===== src/rtl/count_wrap_if.sv =====
// Bundle of the counter-monitor signals: upstream count and controls in,
// event pulses, wrap count, PWM and alarm status out.
interface count_wrap_if #(
  parameter int CNT_W  = 6,
  parameter int WRAP_W = 8
);
  logic [CNT_W-1:0]  count_in;
  logic [CNT_W-1:0]  cmp_val;
  logic [WRAP_W-1:0] wrap_limit;
  logic              alarm_ack;
  logic              wrap_pulse;
  logic              restart_pulse;
  logic [WRAP_W-1:0] wrap_count;
  logic              pwm_out;
  logic              alarm;
  logic              overrun;
  logic              err_jump;

  modport master (
    output count_in, cmp_val, wrap_limit, alarm_ack,
    input  wrap_pulse, restart_pulse, wrap_count, pwm_out, alarm, overrun, err_jump
  );

  modport slave (
    input  count_in, cmp_val, wrap_limit, alarm_ack,
    output wrap_pulse, restart_pulse, wrap_count, pwm_out, alarm, overrun, err_jump
  );
endinterface


===== src/rtl/count_wrap_monitor.sv =====
// Watches a 0..MOD_MAX modulus counter: flags wraps, restarts and illegal jumps,
// counts wraps against a limit with an acknowledged alarm, and drives a PWM compare.
module count_wrap_monitor #(
  parameter int CNT_W   = 6,
  parameter int MOD_MAX = 46,
  parameter int WRAP_W  = 8
) (
  input  logic       clk,
  input  logic       rst,
  count_wrap_if.slave bus
);

  typedef enum logic [1:0] {IDLE, ALARM, OVERRUN} state_t;

  localparam logic [CNT_W-1:0] MAX_V = CNT_W'(MOD_MAX);

  logic [CNT_W-1:0]  prev_cnt;
  logic              valid;
  state_t            state_q, state_d;
  logic              wrap_q, restart_q, pwm_q, err_q;
  logic [WRAP_W-1:0] wrap_count_q;

  logic              out_of_range, is_wrap, is_restart, is_legal, limit_hit;
  logic [CNT_W:0]    prev_inc;
  logic [WRAP_W-1:0] wc_inc;

  // Sample classification against the previous cycle's count.
  // NOTE: every always_comb output gets a default first so no path leaves it
  // unassigned; otherwise synthesis infers a latch.
  always_comb begin
    out_of_range = 1'b0;
    prev_inc     = '0;
    is_wrap      = 1'b0;
    is_restart   = 1'b0;
    is_legal     = 1'b1;
    wc_inc       = '0;
    limit_hit    = 1'b0;

    out_of_range = (bus.count_in > MAX_V);
    prev_inc     = {1'b0, prev_cnt} + {{CNT_W{1'b0}}, 1'b1};
    is_wrap      = valid && (prev_cnt == MAX_V) && (bus.count_in == '0);
    is_restart   = valid && (bus.count_in == '0) && (prev_cnt != MAX_V) && (prev_cnt != '0);
    is_legal     = !valid || is_wrap || is_restart || (bus.count_in == prev_cnt) ||
                   (({1'b0, bus.count_in} == prev_inc) && (prev_cnt < MAX_V));
    wc_inc       = wrap_count_q + {{(WRAP_W-1){1'b0}}, 1'b1};
    limit_hit    = is_wrap && (bus.wrap_limit != '0) && (wc_inc == bus.wrap_limit);
  end

  // Alarm FSM: an ack arriving with a fresh limit event keeps the alarm up
  // without escalating to overrun.
  always_comb begin
    state_d = state_q;
    case (state_q)
      IDLE:    if (limit_hit) state_d = ALARM;
      ALARM: begin
        if (bus.alarm_ack && !limit_hit)      state_d = IDLE;
        else if (limit_hit && !bus.alarm_ack) state_d = OVERRUN;
      end
      OVERRUN: if (bus.alarm_ack) state_d = IDLE;
      default: state_d = IDLE;
    endcase
  end

  // NOTE: sequential state uses non-blocking assignments so every register
  // samples pre-edge values regardless of statement order.
  always_ff @(posedge clk or negedge rst) begin
    if (!rst) begin
      prev_cnt     <= '0;
      valid        <= 1'b0;
      state_q      <= IDLE;
      wrap_q       <= 1'b0;
      restart_q    <= 1'b0;
      pwm_q        <= 1'b0;
      err_q        <= 1'b0;
      wrap_count_q <= '0;
    end else begin
      prev_cnt  <= bus.count_in;
      valid     <= 1'b1;
      state_q   <= state_d;
      wrap_q    <= is_wrap;
      restart_q <= is_restart;
      pwm_q     <= (bus.count_in < bus.cmp_val);
      if (out_of_range || !is_legal) err_q <= 1'b1;
      if (limit_hit || is_restart)   wrap_count_q <= '0;
      else if (is_wrap)              wrap_count_q <= wc_inc;
    end
  end

  assign bus.wrap_pulse    = wrap_q;
  assign bus.restart_pulse = restart_q;
  assign bus.wrap_count    = wrap_count_q;
  assign bus.pwm_out       = pwm_q;
  assign bus.alarm         = (state_q != IDLE);
  assign bus.overrun       = (state_q == OVERRUN);
  assign bus.err_jump      = err_q;

endmodule

===== src/flat_wrapper.sv =====
// flat-port wrapper written by rule: the top's interface ports become plain ports
module count_wrap_monitor_flat 
#(
  parameter int CNT_W   = 6,
  parameter int MOD_MAX = 46,
  parameter int WRAP_W  = 8
)
  (clk, rst, bus_count_in, bus_cmp_val, bus_wrap_limit, bus_alarm_ack, bus_wrap_pulse, bus_restart_pulse, bus_wrap_count, bus_pwm_out, bus_alarm, bus_overrun, bus_err_jump);
  count_wrap_if #(.CNT_W(CNT_W), .WRAP_W(WRAP_W)) bus_i ();
  input  logic clk;
  input  logic rst;
  input wire logic [$bits(bus_i.count_in)-1:0] bus_count_in;
  input wire logic [$bits(bus_i.cmp_val)-1:0] bus_cmp_val;
  input wire logic [$bits(bus_i.wrap_limit)-1:0] bus_wrap_limit;
  input wire logic [$bits(bus_i.alarm_ack)-1:0] bus_alarm_ack;
  output wire logic [$bits(bus_i.wrap_pulse)-1:0] bus_wrap_pulse;
  output wire logic [$bits(bus_i.restart_pulse)-1:0] bus_restart_pulse;
  output wire logic [$bits(bus_i.wrap_count)-1:0] bus_wrap_count;
  output wire logic [$bits(bus_i.pwm_out)-1:0] bus_pwm_out;
  output wire logic [$bits(bus_i.alarm)-1:0] bus_alarm;
  output wire logic [$bits(bus_i.overrun)-1:0] bus_overrun;
  output wire logic [$bits(bus_i.err_jump)-1:0] bus_err_jump;
  assign bus_i.count_in = bus_count_in;
  assign bus_i.cmp_val = bus_cmp_val;
  assign bus_i.wrap_limit = bus_wrap_limit;
  assign bus_i.alarm_ack = bus_alarm_ack;
  assign bus_wrap_pulse = bus_i.wrap_pulse;
  assign bus_restart_pulse = bus_i.restart_pulse;
  assign bus_wrap_count = bus_i.wrap_count;
  assign bus_pwm_out = bus_i.pwm_out;
  assign bus_alarm = bus_i.alarm;
  assign bus_overrun = bus_i.overrun;
  assign bus_err_jump = bus_i.err_jump;
  count_wrap_monitor #(.CNT_W(CNT_W), .MOD_MAX(MOD_MAX), .WRAP_W(WRAP_W)) u_core (.clk(clk), .rst(rst), .bus(bus_i));
endmodule

===== config.mk =====
export PLATFORM = sky130hd
export DESIGN_NAME = count_wrap_monitor_flat
export DESIGN_NICKNAME = d
export VERILOG_FILES = /design/src/rtl/count_wrap_if.sv /design/src/rtl/count_wrap_monitor.sv /design/src/flat_wrapper.sv
export SDC_FILE = /design/constraint.sdc
export NUM_CORES = 1
export LEC_CHECK = 0
export CORE_MARGIN = 3
export CORE_UTILIZATION = 62
export DETAILED_ROUTE_END_ITERATION = 8
export DONT_BUFFER_PORTS = 1
export PLACE_DENSITY = 0.78
export SYNTH_ARGS = -nofsm -noshare
export SYNTH_HDL_FRONTEND = slang
export SYNTH_SLANG_ARGS = --single-unit

===== constraint.sdc =====
create_clock -name clk -period 3 [get_ports clk]
set_input_delay 0.15 -clock clk [delete_from_list [all_inputs] [get_ports clk]]
set_output_delay 0.15 -clock clk [all_outputs]
set_load 0.005 [all_outputs]

==> key figures, run 1 <==
Synthesis
  • Post-synth top area cell: dfrtp_1
  • Share of the synthesized area in the top cell type: 34.9%
  • Ys Warns: 0
  • Fraction of registers with async set/reset: 100%
  • Mapped cell area: 0.00150 mm²
  • Post-synth EDFFs: 0
  • Sequential element share of the synthesized area: 34.9%
  • Synth Flop Type: dfrtp_1
  • Post-Syn Nets: 199
  • Netlist cell types: 44
  • Synth Register Bits: 21
  • Avg Cell Area, Syn: 9.06 µm²
  • Mapped Cells: 166
  • Synth area leaders: dfrtp_1 (35%), ha_1 (8.3%), xor2_1 (7.6%), xnor2_1 (7.0%), nor2_1 (3.5%)

Placed design
  • Place WS: between 400 and 500 ps
  • Port Buffer Count: 0
  • Placed Area: 0.00151 mm²
  • Dpl hpwl: 2.49 mm
  • Routability Congestion: about 0.83

Hold path
  • Worst min path class: input pin to flop

Route
  • TritonRoute pass-1 iters: 4
  • DRC Markers: 0
  • Routed Antenna Nets: 0
  • Via count: 1224
  • Initial detailed-routing violation count: 33
  • Routed len/inst: 16.9 µm
  • Total Routed Length: approximately 3.4 mm
  • Avg Vias per Cell: roughly 6.1

Timing
  • RSZ-0062 raised after global routing: no
  • Slew Limit Fails: 0
  • Actual slew at the worst max-slew pin: 954 ps
  • Clock Skews: between 4 and 5 ps
  • Maximum clock rate: 0.380 GHz
  • Fin Setup TNS: 0 ps
  • Setup WS post-layout: 367 ps
  • Final hold viol count: 0
  • Final setup vio count: 0
  • Slew HR: 36.2%
  • Tmin final: 2630 ps
  • Crit share post-route: 87.8%

Critical path
  • Worst Path Arrival: 2890 ps
  • CP startpoint kind: flop
  • Critical Path Sink Type: flop
  • Worst-path fanout max: 4
  • Critical path class: flop to flop
  • Req. time, crit path: 3260 ps

Pwr
  • Max VDD drop: 0.000296 V
  • Pwr/cell area: approximately 320 mW/mm²
  • Pleak: 0.000721 µW
  • Power Total: 515 µW

Clock network
  • Max H-tree Level: 1
  • CTS tree: done
  • Reg clk slew, reported paths: 120 ps
  • Clock Sinks: 21
  • Clock latency on the worst-skew pair: 310 ps
  • Cts repair resizes: 0
  • CTS Root Cell: clkbuf_4
  • Clock Tree Buf Depth: 2
  • CTS buffer count: 3

Outcome
  • Status: finished clean

Layout
  • Ant diodes: 0
  • Area growth syn-to-layout: 6.91%
  • Layout fillers: 184
  • Layout Nets: 206
  • Proportion of layout cells with a drive suffix above 1: 5.23%
  • Fin area: 0.00161 mm²
  • Util after Layout: between 70% and 80%

Floorplanning
  • FP Rows: 17
  • Chip width: 55.3 µm
  • Die Y: 55.3 µm
  • Number of placed I/O pins: 37
  • Full die area: 0.00305 mm²
  • Core Footprint: 0.00225 mm²
  • Starting Density: 66.7%

Run
  • Total of max-cap violations: 0

Global routing
  • Largest net degree at the start of global routing: 22
  • Initial antenna violation count: 0
  • Total congestion overflow: 0
  • First-pass GRT wire length: 5.56 mm
  • Number of global-route vias before repair: 1242
  • All-Layer GR Usage: 22.3%
[state kept, by name, summed over array words and instances (netlist names)]
register / flops
u_core.bus.wrap_count: 8
u_core.valid: 1
u_core.state_q: 2
u_core.prev_cnt: 6
u_core.bus.restart_pulse: 1
u_core.bus.err_jump: 1
u_core.bus.wrap_pulse: 1
u_core.bus.pwm_out: 1
[Yosys cell counts, types with 2 or more instances]
cell type / n
xnor2_1: 12
nor4b_1: 2
nand3_1: 8
nand2b_1: 3
clkbuf_1: 3
nand2_1: 11
a21o_1: 2
a21oi_1: 7
nand4_1: 5
a31oi_1: 2
o21ai_0: 8
or2_2: 2
nor4_1: 3
a211oi_1: 2
inv_1: 11
nor2b_1: 2
xor2_1: 13
and2_1: 2
nor2_1: 14
ha_1: 10
dfrtp_1: 21
[worst max-delay path, stage by stage, from the launching register on]
cell and delay, ps:
dfrtp_1 450, inv_1 100, ha_1 140, nand2_1 70
or4_4 530, nor4_4 360, nand3_1 120, ha_1 310
nor4b_1 370, a21o_1 130
[kinds of logic (layout without fill, tap and decap cells)]
logic type      count (synthesis)  after routing  synth area share [%]
flops                          21             21                  34.9
simple gates                   62             62                  23.6
fa+ha+maj                      10             10                  8.32
compound gates                 29             29                  12.8
xor+xnor                       25             25                  14.6
buf+inv                        17             23                  4.82
other cells                     1              1                 0.249
mux                             1              1                 0.666
[layer usage]
metal / share of wire (%) / wire length [µm] / GRT usage, %
met4: 0.62 / 21 / 7.29
met2: 51 / 1720 / 37.5
met5: 0 / 0 / 0
met3: 6.2 / 210 / 4.91
met1: 42 / 1420 / 28.4
[placed cells by master (no fill, tap or decap), types with 2 or more instances in the layout]
master / synthesis / layout
xor2_1: 13 / 13
o21ai_0: 8 / 8
nand4_1: 5 / 5
inv_1: 11 / 11
nor2b_1: 2 / 2
dfrtp_1: 21 / 21
nand2b_1: 3 / 3
nor2_1: 14 / 14
a211oi_1: 2 / 2
clkbuf_4: 0 / 3
a21o_1: 2 / 2
nor4_1: 3 / 3
nor4b_1: 2 / 2
nand2_1: 11 / 11
ha_1: 10 / 10
dlygate4sd3_1: 0 / 7
nand3_1: 8 / 8
a31oi_1: 2 / 2
a21oi_1: 7 / 7
and2_1: 2 / 2
xnor2_1: 12 / 12
or2_2: 2 / 2
[per-stage QoR]
stage               std cells  hold WS, ps
floorplan                 166         -146
global route              200        0.447
global placement          189         -145
detailed placement        189         -145
finish                    200         4.79
CTS                       200         4.48
[cell type report]
class | instances | area (µm²) | share of cell area, %
Tap cell | 28 | 35.0 | 2.18
Sequential cell | 21 | 526 | 32.7
Multi-Input combinational cell | 128 | 906 | 56.3
Timing Repair Buffer | 7 | 70.1 | 4.36
Inverter | 12 | 45.0 | 2.80
Clock buffer | 4 | 26.3 | 1.63
[report_power, final]
part	total [µW]	switching, µW	internal (µW)
Combinational	73.6	36.5	37.1
Clock	142	90.4	51.9
Sequential	299	9.12	290
[what timing repair did]
item,4_1_cts,5_1_grt
hold endpoints to repair,28,0
endpoints found under the setup margin,0,0
buffers inserted,0,0
hold buffers,7,0
[path summary, 6_finish.rpt]
kind	start	end	slack, ps	cells past startpoint
worst min-delay path	bus_alarm_ack	u_core.state_q[1]	5	2
worst max register to register	u_core.prev_cnt[0]	u_core.state_q[1]	370	9
worst max-delay path	u_core.prev_cnt[0]	u_core.state_q[1]	370	9
min in group asynchronous	rst	u_core.bus.wrap_count[7]	420	1
max in group asynchronous	rst	u_core.bus.err_jump	2000	1
worst min register to register	u_core.state_q[1]	u_core.state_q[0]	500	1
(Power assumes the default switching activity.)
==> run 2: changes to the inputs <==
==> constraint.sdc (replaced) <==
create_clock -name clk -period 3 [get_ports clk]
set_input_delay 0.3 -clock clk [delete_from_list [all_inputs] [get_ports clk]]
set_output_delay 0.3 -clock clk [all_outputs]
set_load 0.005 [all_outputs]
==> run 2 against run 1 <==
Cell area barely moved. Count of clock-buffer cells in the layout decreased by 1. Maximum frequency up 2.8%. Largest cell class unchanged.
==> key figures, run 2 (synthesis results as in run 1) <==
Outcome
  • Status: finished clean

Placed design
  • Port Buffer Count: 0 (unchanged)
  • Place WS: 448 ps (+38.0 ps)
  • Routability Congestion: 0.800 (-3.1%)
  • Dpl hpwl: 2.40 mm (-3.8%)
  • Placed Area: 0.00151 mm² (unchanged)

Floorplanning
  • Chip width: 55.3 µm (unchanged)
  • FP Rows: 17 (unchanged)
  • Die Y: 55.3 µm (unchanged)
  • Core Footprint: 0.00225 mm² (unchanged)
  • Starting Density: 66.7% (unchanged)
  • Full die area: 0.00305 mm² (unchanged)
  • Number of placed I/O pins: 37 (unchanged)

Route
  • Total Routed Length: 3.30 mm (-2.3%)
  • Initial detailed-routing violation count: 40 (+21%)
  • Routed len/inst: 16.5 µm (-2.3%)
  • Avg Vias per Cell: 6.24 (+2.0%)
  • Via count: 1248 (+2.0%)
  • TritonRoute pass-1 iters: 4 (unchanged)
  • DRC Markers: 0 (unchanged)
  • Routed Antenna Nets: 0 (unchanged)

Critical path
  • Critical Path Sink Type: flop
  • Most used cell, CP: ha_1
  • Critical path class: flop to flop
  • Req. time, crit path: 3260 ps (about the same)
  • Worst Setup SP: u_core.prev_cnt[0]
  • R2r endpoint: u_core.state_q[1]
  • Worst-path fanout max: 4 (unchanged)
  • Setup crit end: u_core.state_q[1]
  • Cells along the critical path: inv_1 -> ha_1 -> nand2_1 -> or4_4 -> nor4_4 -> nand3_1 -> ha_1 -> nor4b_1 -> a21o_1
  • CP startpoint kind: flop
  • Crit path max-delay cell type: or4_4
  • R2R depth: 9 (unchanged)
  • R2R setup slack: 440 ps (+70 ps)
  • Worst Path Arrival: 2820 ps (-70 ps)
  • Worst path max stage delay: 530 ps (about the same)
  • Crit Reg-Reg Startpoint: u_core.prev_cnt[0]

Timing
  • Final hold viol count: 0 (unchanged)
  • RSZ-0062 raised after global routing: no
  • Final setup vio count: 0 (unchanged)
  • Crit share post-route: 85.4% (-2.4 points)
  • Slew Limit Fails: 0 (unchanged)
  • Slew HR: 36.4% (+0.22 points)
  • Fin Setup TNS: 0 ps (unchanged)
  • Maximum clock rate: 0.390 GHz (+2.8%)
  • Clock Skews: 3.73 ps (-0.569 ps)
  • Tmin final: 2560 ps (-70.6 ps)
  • Setup WS post-layout: 437 ps (+70.6 ps)
  • Actual slew at the worst max-slew pin: 951 ps (-3.29 ps)

Clock network
  • CTS buffer count: 3 (unchanged)
  • Cts repair resizes: 0 (unchanged)
  • CTS Root Cell: clkbuf_4
  • Reg clk slew, reported paths: 120 ps (about the same)
  • CTS tree: done
  • Post-CTS Hold Buffers: 6 (-1)
  • Clock Sinks: 21 (unchanged)
  • Max H-tree Level: 1 (unchanged)
  • Post-CTS setup buffer count: 0 (unchanged)
  • Clock Tree Buf Depth: 2 (unchanged)
  • Clock latency on the worst-skew pair: 310 ps (about the same)

Layout
  • Fin area: 0.00161 mm² (about the same)
  • Proportion of layout cells with a drive suffix above 1: 5.81% (+0.58 points)
  • Area growth syn-to-layout: 6.99% (about the same)
  • Layout Nets: 206 (unchanged)
  • Max reg flops: 8 (unchanged)
  • Commonest non-fill, non-tap cells in the layout: dfrtp_1 (21), nor2_1 (14), xor2_1 (13), xnor2_1 (12)
  • Multi-input logic area: 906 µm² (unchanged)
  • Util after Layout: 71.4% (about the same)
  • Layout fillers: 182 (-1.1%)
  • Register area: 526 µm² (unchanged)
  • Commonest non-fill, non-tap cell in the layout: dfrtp_1
  • Ant diodes: 0 (unchanged)

Pwr
  • Power Total: 514 µW (about the same)
  • Pleak: 0.000724 µW (+0.38%)
  • Pwr/cell area: 320 mW/mm² (-0.15%)
  • Max VDD drop: 0.000327 V (+10%)

Global routing
  • Initial antenna violation count: 0 (unchanged)
  • Largest net degree at the start of global routing: 22 (unchanged)
  • Total congestion overflow: 0 (unchanged)
  • Number of global-route vias before repair: 1253 (+0.89%)
  • All-Layer GR Usage: 22.4% (+0.060 points)
  • First-pass GRT wire length: 5.63 mm (+1.2%)

Run
  • Total of max-cap violations: 0 (unchanged)

Hold path
  • Worst min path class: input pin to flop
## run 2: cell count changes in the layout (fill, tap and decap cells not counted), sizes merged
cell | previous run | this run
clkinv | 1 | 2
clkbuf | 4 | 3
## run 2: cell type report
type	count	area share [%]
repair buffers	7	4.35
flip-flops and latches	21	32.7
well taps	28	2.18
clock inverters	1	0.311
inverters	12	2.80
multi-input cells	128	56.3
clock buffers	3	1.40
## run 2: layer usage
layer | share of wire (%) | track usage, %
met5 | 0 | 0
met4 | 0.30 | 2.78
met3 | 5.6 | 8.64
met2 | 50 | 37.5
met1 | 44 | 28.1
## run 2: stage by stage
stage | hold WS (ps) | cells
floorplan | 4.41 | 166
global placement | 5.01 | 189
detailed placement | 4.98 | 189
CTS | 5.55 | 199
global route | 155 | 200
finish | 131 | 200
## run 2: critical path, delay by kind of cell (launching register included)
kind            cells  cell delay (ps)
simple gates        5             1360
buf+inv             1              100
fa+ha+maj           2              480
flops               1              450
compound gates      1              120
## run 2: worst min path at each step
stage                     slack [ps]            start  cells past startpoint                       end
final                            130  bus_count_in[5]                      2       u_core.bus.err_jump
after global routing             160  bus_count_in[5]                      2       u_core.bus.err_jump
after CTS                          6  bus_count_in[1]                      0        u_core.prev_cnt[1]
after detailed placement           5              rst                      0  u_core.bus.wrap_count[6]
after global placement             5              rst                      0  u_core.bus.wrap_count[6]
after floorplan                    4              rst                      0       u_core.bus.err_jump
## run 2: power by group
group	switching, µW	internal [µW]
clock network	91.4	49.8
registers	9.29	290
logic	37.1	37.1
total	138	377
==> run 3: changes to the inputs <==
Settings changed: MAX_ROUTING_LAYER from default to met4.
==> run 3 against run 2 <==
Hold slack barely moved. Total power about the same. Sequential share of layout area unchanged. Via count is 0.32% lower. Critical endpoint unchanged. Largest power group unchanged. Highest routed layer unchanged.
==> key figures, run 3 (synthesis results as in run 1) <==
Floorplanning
  • Core Footprint: 0.00225 mm² (unchanged)
  • Number of placed I/O pins: 37 (unchanged)
  • Chip width: 55.3 µm (unchanged)
  • FP Rows: 17 (unchanged)
  • Starting Density: 66.7% (unchanged)
  • Full die area: 0.00305 mm² (unchanged)
  • Die Y: 55.3 µm (unchanged)

Layout
  • Layout Nets: 206 (unchanged)
  • Commonest non-fill, non-tap cell in the layout: dfrtp_1
  • Commonest non-fill, non-tap cells in the layout: dfrtp_1 (21), nor2_1 (14), xor2_1 (13), xnor2_1 (12)
  • Area growth syn-to-layout: 6.99% (unchanged)
  • Proportion of layout cells with a drive suffix above 1: 5.81% (unchanged)
  • Max reg flops: 8 (unchanged)
  • Layout fillers: 182 (unchanged)
  • Ant diodes: 0 (unchanged)

Critical path
  • Worst Path Arrival: 2820 ps (about the same)
  • R2R setup slack: 440 ps (about the same)
  • Worst-path fanout max: 4 (unchanged)
  • Worst Setup SP: u_core.prev_cnt[0]
  • R2r endpoint: u_core.state_q[1]
  • R2R depth: 9 (unchanged)
  • CP startpoint kind: flop
  • Critical Path Sink Type: flop
  • Req. time, crit path: 3260 ps (about the same)
  • Critical path class: flop to flop
  • Crit Reg-Reg Startpoint: u_core.prev_cnt[0]

Clock network
  • Cts repair resizes: 0 (unchanged)
  • Clock Tree Buf Depth: 2 (unchanged)
  • CTS buffer count: 3 (unchanged)
  • CTS tree: done
  • Max H-tree Level: 1 (unchanged)
  • Clock latency on the worst-skew pair: 310 ps (about the same)
  • Clock Sinks: 21 (unchanged)
  • Post-CTS setup buffer count: 0 (unchanged)
  • CTS Root Cell: clkbuf_4
  • Reg clk slew, reported paths: 120 ps (about the same)

Route
  • Via count: 1244 (-0.32%)
  • Routed len/inst: 16.5 µm (-0.15%)
  • Initial detailed-routing violation count: 40 (unchanged)
  • Avg Vias per Cell: 6.22 (-0.32%)
  • Routed Antenna Nets: 0 (unchanged)
  • TritonRoute pass-1 iters: 4 (unchanged)
  • DRC Markers: 0 (unchanged)
  • Total Routed Length: 3.29 mm (-0.15%)

Placed design
  • Dpl hpwl: 2.40 mm (unchanged)
  • Routability Congestion: 0.812 (+1.4%)
  • Port Buffer Count: 0 (unchanged)

Timing
  • Fin Setup TNS: 0 ps (unchanged)
  • Actual slew at the worst max-slew pin: 952 ps (+0.553 ps)
  • Clock Skews: 4.06 ps (+0.334 ps)
  • Final setup vio count: 0 (unchanged)
  • Slew HR: 36.4% (-0.037 points)
  • RSZ-0062 raised after global routing: no
  • Maximum clock rate: 0.390 GHz (about the same)
  • Hold Slack: 131 ps (+0.247 ps)
  • Slew Limit Fails: 0 (unchanged)
  • Crit share post-route: 85.5% (about the same)
  • Final hold viol count: 0 (unchanged)
  • Tmin final: 2560 ps (+1.88 ps)

Pwr
  • Psw: 137 µW (-0.26%)
  • Max VDD drop: 0.000326 V (-0.28%)
  • Power share of the sequential group: 58.2% (about the same)
  • Switching part of the total power: 26.7% (-0.052 points)
  • Comb power frac: 14.4% (about the same)
  • Clock power share: 27.4% (about the same)
  • Pint: 377 µW (about the same)
  • Pleak: 0.000724 µW (unchanged)
  • Pwr/cell area: 319 mW/mm² (about the same)

Hold path
  • Hold path endpoint: u_core.bus.err_jump
  • Worst hold path cell count: 2 (unchanged)
  • Worst min path class: input pin to flop
  • HP Start: bus_count_in[5]

Global routing
  • Total congestion overflow: 0 (unchanged)
  • M3 GR Usage: 8.18% (-0.47 points)
  • Most used routing layer: met2
  • Number of global-route vias before repair: 1251 (-0.16%)
  • Initial antenna violation count: 0 (unchanged)
  • Largest net degree at the start of global routing: 22 (unchanged)
  • Met2 global-route usage: 37.7% (+0.17 points)
  • GRT met1 Usage: 28.3% (+0.15 points)
  • All-Layer GR Usage: 23.0% (+0.63 points)
  • First-pass GRT wire length: 5.64 mm (+0.12%)

Outcome
  • Status: finished clean

Run
  • Total of max-cap violations: 0 (unchanged)
[run 3: cell counts in the layout (fill, tap and decap cells not counted)]
Identical to the previous run, type by type.
[run 3: cell type report]
type                       count  area [µm²]  share of cell area (%)
tap                           28        35.0                    2.18
multi-input combinational    128         906                    56.3
inverter                      12        45.0                    2.80
clock buffer                   3        22.5                    1.40
sequential                    21         526                    32.7
timing repair buffer           7        70.1                    4.35
clock inverter                 1        5.00                   0.311
[run 3: routing by layer]
metal / up-vias / part of all wire, %
li1: 589 / -
met1: 617 / 44
met2: 36 / 50
met3: 2 / 5.6
met4: 0 / 0.30
met5: - / 0
[run 3: through the flow]
stage	cell area [µm²]	std cells	setup WS, ps	power, µW	utilization [%]
4_1_cts	1600	199	422	512	70.9
2_1_floorplan	1500	166	597	357	-
5_1_grt	1610	200	285	541	71.4
6_report	1610	200	435	514	71.4
3_3_place_gp	1510	189	541	362	67.0
3_5_place_dp	1510	189	448	365	67.0
[run 3: worst max-delay path by stage]
| stage | cells past startpoint | endpoint | slack [ps] |
|---|---|---|---|
| global placement | 9 | u_core.state_q[1] | 540 |
| floorplan | 9 | u_core.state_q[1] | 600 |
| global route | 9 | u_core.state_q[1] | 280 |
| detailed placement | 9 | u_core.state_q[1] | 450 |
| finish | 9 | u_core.state_q[1] | 440 |
| CTS | 9 | u_core.state_q[1] | 420 |
[run 3: power groups by stage]
stage | sequential, µW | clock, µW | combinational [µW]
floorplan | 302 | 0 | 55.4
global placement | 303 | 0 | 58.2
detailed placement | 304 | 0 | 61.0
CTS | 299 | 141 | 73.0
global route | 300 | 156 | 84.6
finish | 299 | 141 | 74.2
[run 3: worst max-delay path: stages, from the launching register on]
cell and delay (ps):
dfrtp_1 450, inv_1 100, ha_1 150, nand2_1 60, or4_4 530, nor4_4 350
nand3_1 120, ha_1 330, nor4b_1 300, a21o_1 120
[run 3: timing repair]
item,in CTS,in global routing
endpoints found under the hold margin,26,1
hold buffers,6,1
endpoints found under the setup margin,0,0
